### src/rtl/regfile_scoreboard_if.sv
// Register file bus: two read ports, one write port, one reserve port.
// master = issue/writeback side, slave = register file.
interface regfile_scoreboard_if #(
  parameter int DATA_W = 16,
  parameter int ADDR_W = 5
);
  logic [ADDR_W-1:0]   regAddrA;
  logic                regReA;
  logic [DATA_W-1:0]   busA;
  logic                regPendA;
  logic [ADDR_W-1:0]   regAddrB;
  logic                regReB;
  logic [DATA_W-1:0]   busB;
  logic                regPendB;
  logic [ADDR_W-1:0]   regAddrD;
  logic                regWeD;
  logic [DATA_W/8-1:0] regBeD;
  logic [DATA_W-1:0]   busD;
  logic                regRsvD;
  logic [ADDR_W-1:0]   regAddrR;

  modport master (
    output regAddrA, regReA,
    output regAddrB, regReB,
    output regAddrD, regWeD, regBeD, busD,
    output regRsvD, regAddrR,
    input  busA, regPendA,
    input  busB, regPendB
  );

  modport slave (
    input  regAddrA, regReA,
    input  regAddrB, regReB,
    input  regAddrD, regWeD, regBeD, busD,
    input  regRsvD, regAddrR,
    output busA, regPendA,
    output busB, regPendB
  );
endinterface

### src/rtl/regfile_scoreboard.sv
// 2R/1W register file, registered reads, byte enables, pending scoreboard.
// Ports: clk, rst (sync, active high), rf (regfile_scoreboard_if.slave).
// Optional macro REGS_BYPASS_EN: same-edge write/reserve forwarded to reads.
module regfile_scoreboard #(
  parameter int DATA_W   = 16,
  parameter int ADDR_W   = 5,
  parameter int ZERO_REG = 1
) (
  input  logic                  clk,
  input  logic                  rst,
  regfile_scoreboard_if.slave   rf
);

  localparam int DEPTH = 1 << ADDR_W;
  localparam int NB    = DATA_W / 8;

  logic [DATA_W-1:0] mem [DEPTH];
  logic [DEPTH-1:0]  pend;

  logic              zero_d;
  logic              zero_r;
  logic              zero_a;
  logic              zero_b;
  logic              we_ok;
  logic              rsv_ok;
  logic [DATA_W-1:0] wr_data;
  logic [DATA_W-1:0] rd_a;
  logic [DATA_W-1:0] rd_b;
  logic              pd_a;
  logic              pd_b;

  assign zero_d = (ZERO_REG != 0) && (rf.regAddrD == '0);
  assign zero_r = (ZERO_REG != 0) && (rf.regAddrR == '0);
  assign zero_a = (ZERO_REG != 0) && (rf.regAddrA == '0);
  assign zero_b = (ZERO_REG != 0) && (rf.regAddrB == '0);

  assign we_ok  = rf.regWeD && !zero_d;
  assign rsv_ok = rf.regRsvD && !zero_r;

  // Byte-merge new data over the current register contents.
  always_comb begin
    wr_data = mem[rf.regAddrD];
    for (int i = 0; i < NB; i++) begin
      if (rf.regBeD[i]) begin
        wr_data[i*8 +: 8] = rf.busD[i*8 +: 8];
      end
    end
  end

  always_comb begin
    rd_a = mem[rf.regAddrA];
    rd_b = mem[rf.regAddrB];
    pd_a = pend[rf.regAddrA];
    pd_b = pend[rf.regAddrB];
`ifdef REGS_BYPASS_EN
    // Forward the post-edge state; reserve beats write on pending.
    if (we_ok && rf.regAddrD == rf.regAddrA) begin
      rd_a = wr_data;
      pd_a = 1'b0;
    end
    if (we_ok && rf.regAddrD == rf.regAddrB) begin
      rd_b = wr_data;
      pd_b = 1'b0;
    end
    if (rsv_ok && rf.regAddrR == rf.regAddrA) begin
      pd_a = 1'b1;
    end
    if (rsv_ok && rf.regAddrR == rf.regAddrB) begin
      pd_b = 1'b1;
    end
`endif
    if (zero_a) begin
      rd_a = '0;
      pd_a = 1'b0;
    end
    if (zero_b) begin
      rd_b = '0;
      pd_b = 1'b0;
    end
  end

  always_ff @(posedge clk) begin
    if (rst) begin
      for (int i = 0; i < DEPTH; i++) begin
        mem[i] <= '0;
      end
      pend        <= '0;
      rf.busA     <= '0;
      rf.busB     <= '0;
      rf.regPendA <= 1'b0;
      rf.regPendB <= 1'b0;
    end else begin
      if (we_ok) begin
        mem[rf.regAddrD]  <= wr_data;
        pend[rf.regAddrD] <= 1'b0;
      end
      // Later assignment: a new producer overrides the completing one.
      if (rsv_ok) begin
        pend[rf.regAddrR] <= 1'b1;
      end
      if (rf.regReA) begin
        rf.busA     <= rd_a;
        rf.regPendA <= pd_a;
      end
      if (rf.regReB) begin
        rf.busB     <= rd_b;
        rf.regPendB <= pd_b;
      end
    end
  end

endmodule

### src/flat_wrapper.sv
// flat-port wrapper written by rule: the top's interface ports become plain ports
module regfile_scoreboard_flat 
#(
  parameter int DATA_W   = 16,
  parameter int ADDR_W   = 5,
  parameter int ZERO_REG = 1
)
  (clk, rst, rf_regAddrA, rf_regReA, rf_regAddrB, rf_regReB, rf_regAddrD, rf_regWeD, rf_regBeD, rf_busD, rf_regRsvD, rf_regAddrR, rf_busA, rf_regPendA, rf_busB, rf_regPendB);
  regfile_scoreboard_if #(.DATA_W(DATA_W), .ADDR_W(ADDR_W)) rf_i ();
  input  logic clk;
  input  logic rst;
  input wire logic [$bits(rf_i.regAddrA)-1:0] rf_regAddrA;
  input wire logic [$bits(rf_i.regReA)-1:0] rf_regReA;
  input wire logic [$bits(rf_i.regAddrB)-1:0] rf_regAddrB;
  input wire logic [$bits(rf_i.regReB)-1:0] rf_regReB;
  input wire logic [$bits(rf_i.regAddrD)-1:0] rf_regAddrD;
  input wire logic [$bits(rf_i.regWeD)-1:0] rf_regWeD;
  input wire logic [$bits(rf_i.regBeD)-1:0] rf_regBeD;
  input wire logic [$bits(rf_i.busD)-1:0] rf_busD;
  input wire logic [$bits(rf_i.regRsvD)-1:0] rf_regRsvD;
  input wire logic [$bits(rf_i.regAddrR)-1:0] rf_regAddrR;
  output wire logic [$bits(rf_i.busA)-1:0] rf_busA;
  output wire logic [$bits(rf_i.regPendA)-1:0] rf_regPendA;
  output wire logic [$bits(rf_i.busB)-1:0] rf_busB;
  output wire logic [$bits(rf_i.regPendB)-1:0] rf_regPendB;
  assign rf_i.regAddrA = rf_regAddrA;
  assign rf_i.regReA = rf_regReA;
  assign rf_i.regAddrB = rf_regAddrB;
  assign rf_i.regReB = rf_regReB;
  assign rf_i.regAddrD = rf_regAddrD;
  assign rf_i.regWeD = rf_regWeD;
  assign rf_i.regBeD = rf_regBeD;
  assign rf_i.busD = rf_busD;
  assign rf_i.regRsvD = rf_regRsvD;
  assign rf_i.regAddrR = rf_regAddrR;
  assign rf_busA = rf_i.busA;
  assign rf_regPendA = rf_i.regPendA;
  assign rf_busB = rf_i.busB;
  assign rf_regPendB = rf_i.regPendB;
  regfile_scoreboard #(.DATA_W(DATA_W), .ADDR_W(ADDR_W), .ZERO_REG(ZERO_REG)) u_core (.clk(clk), .rst(rst), .rf(rf_i));
endmodule
### config.mk
export PLATFORM = sky130hd
export DESIGN_NAME = regfile_scoreboard_flat
export DESIGN_NICKNAME = d
export VERILOG_FILES = /design/src/rtl/regfile_scoreboard_if.sv /design/src/rtl/regfile_scoreboard.sv /design/src/flat_wrapper.sv
export SDC_FILE = /design/constraint.sdc
export NUM_CORES = 1
export LEC_CHECK = 0
export BUFFER_PORTS_ARGS = -buffer_cell sky130_fd_sc_hd__clkbuf_2
export CAP_MARGIN = 10
export CORE_MARGIN = 10
export CORE_UTILIZATION = 60
export CTS_CLUSTER_DIAMETER = 80
export DETAILED_ROUTE_END_ITERATION = 8
export PLACE_DENSITY = 0.77
export SLEW_MARGIN = 0
export SYNTH_ARGS = -nofsm -noshare
export SYNTH_HDL_FRONTEND = slang
export SYNTH_SLANG_ARGS = --single-unit
export TNS_END_PERCENT = 1
### constraint.sdc
create_clock -name clk -period 6.5 [get_ports clk]
set_input_delay 1.625 -clock clk [delete_from_list [all_inputs] [get_ports clk]]
set_output_delay 1.625 -clock clk [all_outputs]
set_load 0.05 [all_outputs]
==> results.py, run 1 <==
metrics = {
    "global_routing": {
        "grt_start_max_net_pins": 83,
        "grt_antenna_before_repair": 6,
        "grtUsageTotal_pct": 32.8,
        "grt.overflow.total": 0,
        "global_route_met2_usage_pct": 47.6,
        "grt.busiest_layer": "met2",
        "first_global_vias": 20500,
        "gr-usage-met1_pct": 45.7,
        "grt_use_met3_pct": 10.5,
        "grt_pass1_wl_um": 145000,
    },
    "critical_path": {
        "critical_path.startpoint_type": "input port",
        "path_max_fanout": 68,
        "worstSetupEndpoint": "u_core.rf.busA[9]",
        "worstSetupPathType": "input port to flip-flop",
        "reg2reg_end": "u_core.rf.busA[13]",
        "setup_slack_of_the_worst_register_to_register_path_ns": 4.53,
        "end_kind": "flip-flop",
        "timing.rr.start": "u_core.mem[0][13]",
        "reg2regPathDepth": 3,
        "required_ns": 7.02,
        "cp-startpoint": "rf_regAddrA[2]",
        "critPathArrivalTime_ns": 4.41,
    },
    "floorplan": {
        "core_region_area_um2": 51300,
        "die_h_um": 247,
        "floorplan.rows": 83,
        "boundaryPins": 78,
        "initial_standard_cell_utilization_of_the_core_pct": 60.5,
        "die_area_um2": 61200,
        "die-width_um": 247,
    },
    "logic_synthesis": {
        "seq_area_frac_synth_pct": 53.8,
        "syn_inst": 2289,
        "synthMostInstantiatedCell": "sky130_fd_sc_hd__edfxtp_1",
        "number_of_flops_mapped_to_enable_cells_by_yosys": 512,
        "post_synth.cell_area_avg_um2": 13.6,
        "syn_area_um2": 31000,
        "yosysTopAreaCellShare_pct": 49.5,
        "yosysTopAreaCell": "sky130_fd_sc_hd__edfxtp_1",
        "asyncSetResetFlopFracSynth_pct": 0,
        "synth_ff_type": "sky130_fd_sc_hd__edfxtp_1",
        "synth_top_cells_by_area": "sky130_fd_sc_hd__edfxtp_1 50%, sky130_fd_sc_hd__mux4_2 13%, sky130_fd_sc_hd__and2_1 10%",
        "postSynthRegisterBits": 578,
        "synthDistinctLibCells": 64,
        "number_of_warnings_printed_during_yosys_synthesis": 0,
        "synth.cells.most_frequent": "512 x sky130_fd_sc_hd__edfxtp_1, 500 x sky130_fd_sc_hd__and2_1, 186 x sky130_fd_sc_hd__mux2i_1, 175 x sky130_fd_sc_hd__mux4_2, 98 x sky130_fd_sc_hd__o21ai_0",
    },
    "power": {
        "vdd_ir_drop_max_v": 0.000275,
        "power.leakage_nw": 11.8,
        "pwr_density_cell_nw_per_um2": 271,
        "report.power.total_mw": 9.11,
    },
    "clocking": {
        "post_cts_resize_count": 0,
        "cts_max_path_buffers": 3,
        "ctsRootBufferMaster": "sky130_fd_sc_hd__clkbuf_16",
        "cts-htree-levels": 2,
        "worstSkewPairLatency_ns": 0.64,
        "cts_setup_buffers": 0,
        "clk_transition_reported_paths_ns": 0.06,
        "tritoncts": "yes",
        "cts.sinks": 578,
        "cts.hold.buffers_added": 0,
        "numCtsBuffers": 59,
    },
    "sta": {
        "final_hold_viol_count": 0,
        "final.hold.worst_slack_ns": 0.495,
        "max-slew-margin-rel_pct": 17.4,
        "fin_skew_ns": 0.0193,
        "worst_pin_slew_ns": 1.23,
        "final_ws_setup_ns": 2.62,
        "max_freq_mhz": 257,
        "period_share_pct": 59.8,
        "drv_slew": 0,
        "setup_violations": 0,
        "min_period_ns": 3.88,
        "final.setup.tns_ns": 0,
        "rsz0062_at_grt": "no",
    },
    "cells_and_area": {
        "multiInputGateArea_um2": 13400,
        "final_design_area_no_fill_um2": 33700,
        "final_net_count": 2326,
        "fill_cells": 3698,
        "areaGrowthSynthToFinish_pct": 8.45,
        "storage_cell_area_um2": 16700,
        "drive_gt1_share_pct": 20.3,
    },
    "drt": {
        "via_per_inst": 7.25,
        "drc_errors": 0,
        "final_antenna_net_count": 0,
        "route.vias.total": 21800,
        "route.detailed.wl_per_inst_um": 33.6,
        "drt-initial-drc-count": 4249,
        "finalWirelength_um": 101000,
        "drt_first_pass_iters": 6,
    },
    "worst_hold_path": {
        "holdCritPathClass": "flip-flop to flip-flop",
        "min_path_cells": 2,
    },
    "flow_run": {
        "drv_cap": 0,
    },
    "placement": {
        "place.gp.congestion": 0.947,
        "pre_cts_ws_ns": 1.83,
        "io_buffers": 77,
        "postPlaceCellArea_um2": 31500,
        "post-dp-hpwl_um": 70000,
    },
    "status": {
        "status": "complete, no violations",
    },
}
## sequential cells by signal (all words and copies together), names as in the netlist
name,flops
u_core.mem,512
u_core.rf.busA,16
u_core.rf.regPendB,1
u_core.rf.regPendA,1
u_core.pend,32
u_core.rf.busB,16
## power breakdown
part,switching (mW),internal (mW)
logic,0.668,0.383
clock network,1.50,2.14
registers,0.183,4.24
total,2.35,6.76
## final cells by class
| class | count | share of cell area, % |
|---|---|---|
| well taps | 680 | 2.53 |
| multi-input cells | 1531 | 39.8 |
| clock inverters | 44 | 1.53 |
| repair buffers | 110 | 1.95 |
| flip-flops and latches | 578 | 49.6 |
| inverters | 2 | 0.0223 |
| clock buffers | 65 | 4.58 |
| diodes | 1 | 0.00743 |
## through the flow
step,instances,util [%]
CTS,2999,65.5
finish,3011,65.6
global placement,2890,61.5
detailed placement,2890,61.5
global route,3010,65.6
floorplan,2304,-
## critical path, cell delays in order
cell and delay (ns):
sky130_fd_sc_hd__buf_4 0.72, sky130_fd_sc_hd__buf_4 0.71, sky130_fd_sc_hd__mux2_2 0.41, sky130_fd_sc_hd__a222oi_1 0.47, sky130_fd_sc_hd__nand4_1 0.16, sky130_fd_sc_hd__o2111a_1 0.15
## metal layers
layer / part of all wire, % / vias to the layer above
met3: 16 / 301
met4: 4.3 / 10
met5: 0.062 / -
li1: - / 8735
met2: 43 / 1931
met1: 37 / 10800
## layout by cell type (no fill, tap or decap), drive strengths merged, types with 16 or more instances in the layout
| cell | instances |
|---|---|
| o221ai | 17 |
| o21ai | 100 |
| buf | 32 |
| clkbuf | 143 |
| mux2i | 186 |
| nor2 | 87 |
| and2 | 501 |
| dfxtp | 66 |
| edfxtp | 512 |
| clkinv | 25 |
| conb | 16 |
| mux4 | 179 |
| a32oi | 17 |
| nand2 | 95 |
| a22oi | 42 |
| a21oi | 59 |
| mux2 | 75 |
| a221oi | 17 |
## worst min-delay path by stage
| stage | from | end | slack (ns) |
|---|---|---|---|
| 2_1_floorplan | u_core.pend[0] | u_core.pend[0] | 0.45 |
| 3_3_place_gp | u_core.pend[6] | u_core.pend[6] | 0.47 |
| 3_5_place_dp | u_core.pend[10] | u_core.pend[10] | 0.48 |
| 4_1_cts | u_core.pend[25] | u_core.pend[25] | 0.49 |
| 5_1_grt | u_core.pend[0] | u_core.pend[0] | 0.50 |
| 6_report | u_core.pend[10] | u_core.pend[10] | 0.49 |
## cell families after synthesis
family	after synthesis	share of synthesized area (%)
flops	578	53.8
buf+inv	195	3.37
compound gates	321	7.10
simple gates	754	14.0
other cells	1	0.0121
mux	440	21.8
Power figures use the tool's default switching activity.
==> run 2: changes to the inputs <==
- clock period: 6.5 -> 3.94 ns (I/O delays scaled with it)
==> run 2 against run 1 <==
Net effect:
- clock power rose by 51%
- critical path depth did not move
- global-route usage fell by 1.7 points
- flip-flop and latch count did not move
- setup slack got worse by 1.7 ns
- power rose by 59%
- core utilization rose by 1.3 points
- register-to-register slack got worse by 2.5 ns
- largest power group unchanged
- highest routed layer unchanged
==> results.py, run 2 (same netlist as run 1, synthesis figures left out) <==
metrics = {
    "drt": {
        "m1WireLength_um": 36900,
        "drt_first_pass_iters": 6,
        "finalWirelength_um": 95300,
        "route.vias.total": 21500,
        "highest_layer": "met5",
        "drc_errors": 0,
        "drt-initial-drc-count": 3381,
        "final_antenna_net_count": 0,
        "route.detailed.wl_per_inst_um": 30.6,
        "detailroute.wirelength.met3_um": 12700,
        "via_per_inst": 6.90,
        "route.met2.wl_um": 43300,
    },
    "clocking": {
        "clk_transition_reported_paths_ns": 0.06,
        "ctsRootBufferMaster": "sky130_fd_sc_hd__clkbuf_16",
        "cts_max_path_buffers": 3,
        "cts.sinks": 578,
        "cts_setup_buffers": 0,
        "cts.hold.buffers_added": 0,
        "cts-htree-levels": 2,
        "numCtsBuffers": 60,
        "worstSkewPairLatency_ns": 0.63,
        "tritoncts": "yes",
        "post_cts_resize_count": 0,
    },
    "cells_and_area": {
        "final_net_count": 2423,
        "layout_common_cells": "512 x sky130_fd_sc_hd__edfxtp_1, 500 x sky130_fd_sc_hd__and2_1, 186 x sky130_fd_sc_hd__mux2i_1",
        "fill_cells": 3703,
        "layout_commonest_cell": "sky130_fd_sc_hd__edfxtp_1",
        "largestRegisters": "u_core.mem x512, u_core.pend x32",
        "final_design_area_no_fill_um2": 34300,
        "top_register": "u_core.mem",
        "drive_gt1_share_pct": 23.1,
        "largest_register_ff_count": 512,
        "areaGrowthSynthToFinish_pct": 10.6,
        "number_of_standard_cells_in_the_final_layout_excluding_fillers": 3111,
    },
    "sta": {
        "final.setup.tns_ns": 0,
        "min_period_ns": 2.98,
        "final.hold.worst_slack_ns": 0.491,
        "worst_pin_slew_ns": 1.18,
        "fin_skew_ns": 0.0180,
        "max-slew-margin-rel_pct": 21.1,
        "setup_violations": 0,
        "max_freq_mhz": 336,
        "rsz0062_at_grt": "no",
        "period_share_pct": 75.6,
        "final_hold_viol_count": 0,
        "drv_slew": 0,
    },
    "floorplan": {
        "die_area_um2": 61200,
        "boundaryPins": 78,
        "core_region_area_um2": 51300,
        "floorplan.rows": 83,
        "initial_standard_cell_utilization_of_the_core_pct": 60.5,
        "die_h_um": 247,
        "die-width_um": 247,
    },
    "placement": {
        "placedCellCount": 2997,
        "place.gp.congestion": 0.978,
        "postPlaceCellArea_um2": 32500,
        "io_buffers": 77,
        "post-dp-hpwl_um": 69000,
    },
    "critical_path": {
        "required_ns": 4.42,
        "critical_path.startpoint_type": "input port",
        "setup_slack_of_the_worst_register_to_register_path_ns": 2.00,
        "critPathArrivalTime_ns": 3.46,
        "reg2reg_end": "u_core.rf.busB[7]",
        "path_max_fanout": 8,
        "end_kind": "flip-flop",
        "worstSetupPathType": "input port to flip-flop",
        "reg2regPathDepth": 4,
        "timing.rr.start": "u_core.mem[2][7]",
    },
    "worst_hold_path": {
        "min_path_cells": 2,
        "timing.hold.worst.start": "u_core.pend[12]",
        "holdCritPathClass": "flip-flop to flip-flop",
        "end_point_of_the_worst_hold_path": "u_core.pend[12]",
    },
    "power": {
        "power.leakage_nw": 12.3,
        "pwr_density_cell_nw_per_um2": 423,
        "report.power.total_mw": 14.5,
        "vdd_ir_drop_max_v": 0.000396,
    },
    "global_routing": {
        "grt.overflow.total": 0,
        "grt_start_max_net_pins": 63,
        "grt_pass1_wl_um": 140000,
        "grt_antenna_before_repair": 6,
        "first_global_vias": 20700,
        "grtUsageTotal_pct": 31.1,
    },
    "flow_run": {
        "drv_cap": 0,
    },
    "status": {
        "status": "complete, no violations",
    },
}
[run 2: power by group]
part | switching, mW | internal (mW)
Clock | 2.41 | 3.09
Combinational | 1.10 | 0.704
Sequential | 0.242 | 6.99
[run 2: through the flow]
| stage | utilization [%] | worst slack [ns] |
|---|---|---|
| 2_1_floorplan | - | 1.26 |
| 5_1_grt | 66.9 | 0.717 |
| 4_1_cts | 66.9 | 0.915 |
| 3_5_place_dp | 63.3 | 0.265 |
| 3_3_place_gp | 63.3 | 0.266 |
| 6_report | 66.9 | 0.962 |
[run 2: cell type report]
cell class                 count  area [µm²]  area share (%)
antenna                        2        5.00          0.0146
clock buffer                  85        1680            4.88
clock inverter                27         201           0.587
inverter                       2        7.51          0.0219
multi-input combinational   1531       13400            39.0
sequential                   578       16700            48.6
tap                          680         851            2.48
timing repair buffer         206        1510            4.38
[run 2: critical path, stage by stage]
cell and delay [ns]:
sky130_fd_sc_hd__clkbuf_2 0.12, sky130_fd_sc_hd__buf_4 0.17, sky130_fd_sc_hd__nor3b_1 0.95, sky130_fd_sc_hd__nand2_1 0.44, sky130_fd_sc_hd__nor2_1 0.57, sky130_fd_sc_hd__and2_1 0.23
[run 2: how the worst max path moves through the flow]
| stage | end | start | slack (ns) |
|---|---|---|---|
| 6_report | u_core.mem[11][10] | rf_regAddrD[2] | 0.96 |
| 5_1_grt | u_core.rf.busB[8] | rf_regAddrB[0] | 0.72 |
| 4_1_cts | u_core.rf.busB[8] | rf_regAddrB[0] | 0.91 |
| 3_5_place_dp | u_core.rf.busB[8] | rf_regAddrB[0] | 0.26 |
| 3_3_place_gp | u_core.rf.busB[8] | rf_regAddrB[0] | 0.27 |
| 2_1_floorplan | u_core.mem[10][0] | rf_regWeD | 1.26 |
[run 2: per-layer routing]
metal | vias up | global-route usage, %
met5 | - | 0
met4 | 8 | 8.12
met3 | 162 | 8.35
met2 | 1598 | 47.2
met1 | 10800 | 44.0
li1 | 8919 | -
